[config.mk]
export PLATFORM = sky130hd
export DESIGN_NAME = pred_regfile
export DESIGN_NICKNAME = d
export VERILOG_FILES = /design/src/rtl/pred_regfile.sv
export SDC_FILE = /design/constraint.sdc
export NUM_CORES = 1
export LEC_CHECK = 0
export BUFFER_PORTS_ARGS = -buffer_cell sky130_fd_sc_hd__buf_2
export CAP_MARGIN = 40
export CORE_UTILIZATION = 55
export CTS_BUF_LIST = sky130_fd_sc_hd__clkbuf_4
export DETAILED_ROUTE_END_ITERATION = 8
export PLACE_DENSITY = 0.89
export SLEW_MARGIN = 15
export SYNTH_ARGS = -nofsm -noshare
export SYNTH_HDL_FRONTEND = slang
export SYNTH_SLANG_ARGS = --single-unit
[constraint.sdc]
create_clock -name clk_i -period 1.6 [get_ports clk_i]
set_input_delay 0.08 -clock clk_i [delete_from_list [all_inputs] [get_ports clk_i]]
set_output_delay 0.08 -clock clk_i [all_outputs]
set_load 0.03 [all_outputs]
[src/rtl/pred_regfile.sv]
// Predicate register file with a one-entry writeback register, writeback bypass
// on both read ports, and a per-register busy scoreboard. p0 is hardwired true.
module pred_regfile #(
  parameter int unsigned NUM_PREGS = 8,
  parameter int unsigned IDX_W     = 3
) (
  input  logic             clk_i,
  input  logic             rst_ni,
  input  logic             ex_valid_i,
  input  logic [IDX_W-1:0] ex_dst_i,
  input  logic             ex_result_i,
  input  logic             flush_i,
  input  logic             iss_alloc_i,
  input  logic [IDX_W-1:0] iss_alloc_dst_i,
  input  logic [IDX_W-1:0] rd_a_idx_i,
  input  logic [IDX_W-1:0] rd_b_idx_i,
  output logic             rd_a_data_o,
  output logic             rd_b_data_o,
  output logic             rd_a_busy_o,
  output logic             rd_b_busy_o,
  output logic             wb_valid_o,
  output logic [IDX_W-1:0] wb_dst_o,
  output logic             wb_result_o
);

  // Bit 0 of each vector is kept at zero; p0 is synthesised as a constant on the read side.
  logic [NUM_PREGS-1:0] preg_q, preg_d;
  logic [NUM_PREGS-1:0] busy_q, busy_d;
  logic                 wb_valid_q, wb_valid_d;
  logic [IDX_W-1:0]     wb_dst_q, wb_dst_d;
  logic                 wb_result_q, wb_result_d;

  always_comb begin
    wb_valid_d  = ex_valid_i & ~flush_i & (ex_dst_i != '0);
    wb_dst_d    = wb_dst_q;
    wb_result_d = wb_result_q;
    if (ex_valid_i) begin
      wb_dst_d    = ex_dst_i;
      wb_result_d = ex_result_i;
    end
  end

  // Commit ignores flush: the wb entry is already past the squash point.
  always_comb begin
    preg_d = preg_q;
    if (wb_valid_q) begin
      preg_d[wb_dst_q] = wb_result_q;
    end
    preg_d[0] = 1'b0;
  end

  // Alloc is applied after the wb clear so a same-index allocation wins.
  always_comb begin
    busy_d = busy_q;
    if (wb_valid_q) begin
      busy_d[wb_dst_q] = 1'b0;
    end
    if (iss_alloc_i && (iss_alloc_dst_i != '0)) begin
      busy_d[iss_alloc_dst_i] = 1'b1;
    end
    if (flush_i) begin
      busy_d = '0;
    end
    busy_d[0] = 1'b0;
  end

  always_ff @(posedge clk_i or negedge rst_ni) begin
    if (!rst_ni) begin
      preg_q      <= '0;
      busy_q      <= '0;
      wb_valid_q  <= 1'b0;
      wb_dst_q    <= '0;
      wb_result_q <= 1'b0;
    end else begin
      preg_q      <= preg_d;
      busy_q      <= busy_d;
      wb_valid_q  <= wb_valid_d;
      wb_dst_q    <= wb_dst_d;
      wb_result_q <= wb_result_d;
    end
  end

  logic [IDX_W-1:0] rd_idx [2];
  logic [1:0]       rd_data;
  logic [1:0]       rd_busy;

  assign rd_idx[0] = rd_a_idx_i;
  assign rd_idx[1] = rd_b_idx_i;

  always_comb begin
    rd_data = '0;
    rd_busy = '0;
    for (int p = 0; p < 2; p++) begin
      if (rd_idx[p] == '0) begin
        rd_data[p] = 1'b1;
        rd_busy[p] = 1'b0;
      end else if (wb_valid_q && (wb_dst_q == rd_idx[p])) begin
        rd_data[p] = wb_result_q;
        rd_busy[p] = 1'b0;
      end else begin
        rd_data[p] = preg_q[rd_idx[p]];
        rd_busy[p] = busy_q[rd_idx[p]];
      end
    end
  end

  assign rd_a_data_o = rd_data[0];
  assign rd_b_data_o = rd_data[1];
  assign rd_a_busy_o = rd_busy[0];
  assign rd_b_busy_o = rd_busy[1];
  assign wb_valid_o  = wb_valid_q;
  assign wb_dst_o    = wb_dst_q;
  assign wb_result_o = wb_result_q;

endmodule

---- After elaboration in Yosys (flattened, before gate mapping) ----
Index checks and enable logic that the tools add are counted.
cells by class
  equal/unequal tests ..................... 2
  magnitude comparators ................... 6
  bitwise gates (word level) .............. 6
  mux-type cells .......................... 24
  reduce and logical (&&, ||, !) cells .... 9
operator list
  operator                                                               number
  8-bit 2-to-1 mux                                                       3
  3-bit by 4-bit < comparator with 1-bit output, second input constant   4
  1-bit 2-to-1 mux                                                       14
  1-bit binary-select mux with 3-bit select                              4
  8-bit bitwise AND                                                      1
  8-bit bitwise mux                                                      1
  8-bit inverter                                                         1
  8-bit OR                                                               1
  1-bit demux with 3-bit select                                          2
  3-bit == test                                                          2
  3-bit by 1-bit >= comparator with 1-bit output, second input constant  2
  3-bit zero test                                                        2
  3-bit nonzero test                                                     2
  1-bit logical AND                                                      5
  1-bit bitwise AND                                                      2
  1-bit inverter                                                         1
storage, ports and cells
  word-level logic and storage cells ...... 52
  bits in registers ....................... 19
  output and inout port bits .............. 9
  bits of input ports ..................... 18

---- Depth between registers and ports, before layout ----
  word-level depth ........................ 10
  mapped depth ............................ 5
  mapped depth without buffers ............ 4

---- Worst setup path before layout ----
Ideal clock, no wire load.
  kind .................................... register to output
  from .................................... register wb_dst_q[0], in the netlist wb_dst_o[0]
  to ...................................... output rd_b_data_o
  cell stages (with the launch flop) ...... 5
  data arrival time ....................... 1.534 ns
  path buffers ............................ 1
  slack ................................... -0.014 ns
  required time ........................... 1.520 ns
  cells stage by stage .................... dfrtp_1 -> buf_2 -> xnor2_1 -> nand4_1 -> a31oi_1
on the way
  longest elaborated chain between the ends .. 4
RTL lines
  element                 line  text
  start, declared         30    logic [IDX_W-1:0] wb_dst_q, wb_dst_d;
  start signal, assigned  78    wb_dst_q <= wb_dst_d;
  3-bit == test           97    end else if (wb_valid_q && (wb_dst_q == rd_idx[p])) begin
  1-bit logical AND       97
  1-bit 2-to-1 mux        97
  1-bit 2-to-1 mux        94    if (rd_idx[p] == '0) begin
  end, declared           18    output logic rd_b_data_o,
Every way passes these cells.

---- Worst setup path in the final report ----
Same ends and word-level chain as after synthesis.

==> qor.txt <==
vias in the first global route: 963
FP Rows: 16
post-placement cell count: 158
first drt pass iteration count: 4
Post-Synthesis Cells: 116
grt ovf: 0
Synth Register Bits: 19
NumNets Final: 161
CP bufs+invs: 1
drt wl/cell: 16.4 um
worst path arrival time: 1.56 ns
largest net degree at the start of global routing: 20
RSZ-0062 raised after global routing: yes
Leak: 0.000630 uW
sequential fraction of the synthesis area: 39.5%
CP Cell Sequence: xnor2_2 > nand4_1 > nor3_2 > a31oi_2 > buf_6
Initial Util: 60.1%
Fin Clk Skew: 0.00232 ns
GPL Wtd Cong: 0.795
Final Critical Period: 1.64 ns
max_cap viols: 0
Worst-Margin Slew: 0.414 ns
fin. max-slew vios: 0
post-synthesis cell area: 0.00120 sq mm
Yosys top cell area share: 39.5%
Critical Path RT: 1.52 ns
Setup-failing EPs final: 2
Rel. slew slack: 72.4%
Hold Vio Cnt, Final: 0
Worst Setup Start Kind: flop
fill count: 145
detailed-route DRC error count: 0
Critical Path Max Stage Delay: 0.46 ns
final worst slack: -0.0354 ns
Yosys cell types: 28
leading area contributor after synthesis: dfrtp_1
share of post-route cells with drive strength above 1: 43.7%
core area: 0.00200 sq mm
crit end category: output pin
Avg Cell Area, Syn: 10.4 sq um
Antenna diodes: 0
fmax: 0.611 GHz
Sinks on Clock Net: 19
Top FF cell, synth: dfrtp_1
routed vias: 1039
async set-or-reset flop fraction in the synthesized netlist: 100%
IO buf count: 26
Post-synth EDFFs: 0
hpwl dp: 1.90 mm
setup TNS after final layout: -0.0502 ns
via/cell ratio: 6.15
die footprint: 0.00238 sq mm
Ports: 27
TritonCTS buffer count: 3
TritonCTS clock tree: done
Pwr Total: 1360 uW
top post-synthesis cells by area: dfrtp_1 40%, mux2_2 10%, mux2i_1 5.8%, xnor2_1 4.4%, mux4_2 3.7%
Cell Pwr Density: 935 mW/mm^2
first-pass GRT wire length: 4.40 mm
WS Path Type: flop to output pin
Period Utilization, post-route: 102%
htree depth: 1
Global Route Usage Sum: 24.4%
clk_lat worst skew: 0.29 ns
Worst Path Max Fanout: 3
HP Class: input pin to flop
initial DRC count: 33
YS warnings: 0
pre-CTS setup slack: 0.129 ns
Worst path slowest cell: dfrtp_2
initial antenna violation count: 0
clock-pin slew on the worst setup and hold paths: 0.10 ns
post-placement cell area: 0.00131 sq mm
Max Root-Sink Buffers: 2
Clock Tree Root: clkbuf_4
status: finished with violations
failing checks: negative setup slack
Synth Net Count: 134
Max VDD drop: 682 uV
Final Cell Area: 0.00145 sq mm
Area Growth Syn to Fin: 20.9%
Die Height: 48.8 um
non-filler cells, final: 169
Final ANT Viol Nets: 0
die width: 48.8 um
final wirelength: 2.77 mm
top cell family by delay on the critical path: flip-flops
==> synthesized netlist by cell type (3+ instances only) <==
master and count:
nand4_1 4, nand2_1 7, mux2_2 11, a21oi_1 6, xnor2_1 6, mux2i_1 7
nor2b_1 6, buf_4 3, nor3_1 7, buf_2 4, a211o_1 3, nand3_1 4
nor3b_1 4, nor2_1 6, dfrtp_1 19, a32oi_1 3
==> worst reg2reg max path: cells and delay by family, from the launching register on <==
kind          cells  cell delay, ns
flops             1            0.48
mux               1            0.35
simple gates      2            0.27
buf+inv           1            0.16
==> sequential cells by signal, indices dropped and copies added (netlist names) <==
name         flops
busy_q           7
preg_q           7
wb_dst_o         3
wb_result_o      1
wb_valid_o       1
==> per-layer routing <==
metal  up-vias  GRT usage (%)  wire length (um)
met5         -              0                 0
met1       501           31.4              1220
li1        485              -                 -
met4         0           15.7                91
met2        44           38.9              1360
met3         9           2.83               102
==> cell families (layout without fill, tap and decap cells) <==
family	after synthesis	in the layout	share of synthesized area (%)
simple gates	40	40	17.6
mux	21	21	21.1
compound gates	19	19	11.9
flops	19	19	39.5
buf+inv	11	37	5.51
xor+xnor	6	6	4.37
==> power by group <==
group | total, uW | switching (uW) | internal, uW
clock | 256 | 142 | 114
sequential | 648 | 82.7 | 565
combinational | 455 | 223 | 232
total | 1360 | 448 | 912
==> metrics by stage <==
step,util (%),hold WS (ns)
final,72.6,0.0300
after global placement,65.3,0.0368
after CTS,70.3,0.00840
after detailed placement,65.3,0.0317
after global routing,72.6,0.0217
after floorplan,-,-0.216
==> path summary, 6_finish.rpt <==
kind                                  start          end  slack [ns]  depth (start not counted)
worst max-delay path            wb_dst_o[0]  rd_b_data_o       -0.04                          5
worst max register to register  wb_dst_o[2]    preg_q[5]        0.23                          4
max in group asynchronous            rst_ni  wb_dst_o[2]        1.04                          2
min in group asynchronous            rst_ni    busy_q[6]        0.24                          2
worst min register to register    preg_q[5]    preg_q[5]        0.54                          1
worst min-delay path            ex_dst_i[1]  wb_dst_o[1]        0.03                          2
==> placed cells by master, fill, tap and decap left out, types with 3 or more instances in the layout <==
master    count
mux2i_1       7
clkbuf_4      4
dfrtp_2       3
dfrtp_1      16
a32oi_1       3
nor2b_1       6
buf_4         5
nor2_1        6
buf_2        23
nand2_1       6
nand4_1       4
nand3_1       4
nor3_1        6
nor3b_1       4
a21oi_1       6
a211o_1       3
xnor2_2       3
buf_6         3
mux2_2       11
xnor2_1       3
==> repair_timing <==
item                       4_1_cts  5_1_grt
hold endpoints to repair        19        1
buffers inserted                 4        1
setup endpoints to repair        3        4
hold buffers                     1        1
gates resized for setup          8        9
pin swaps                        5        5
==> layout make-up <==
| type | count | area (sq um) | area share [%] |
|---|---|---|---|
| Multi-Input combinational cell | 86 | 704 | 48.5 |
| Tap cell | 27 | 33.8 | 2.32 |
| Timing Repair Buffer | 33 | 206 | 14.2 |
| Sequential cell | 19 | 479 | 33.0 |
| Clock buffer | 4 | 30.0 | 2.07 |
(Power assumes the default switching activity.)
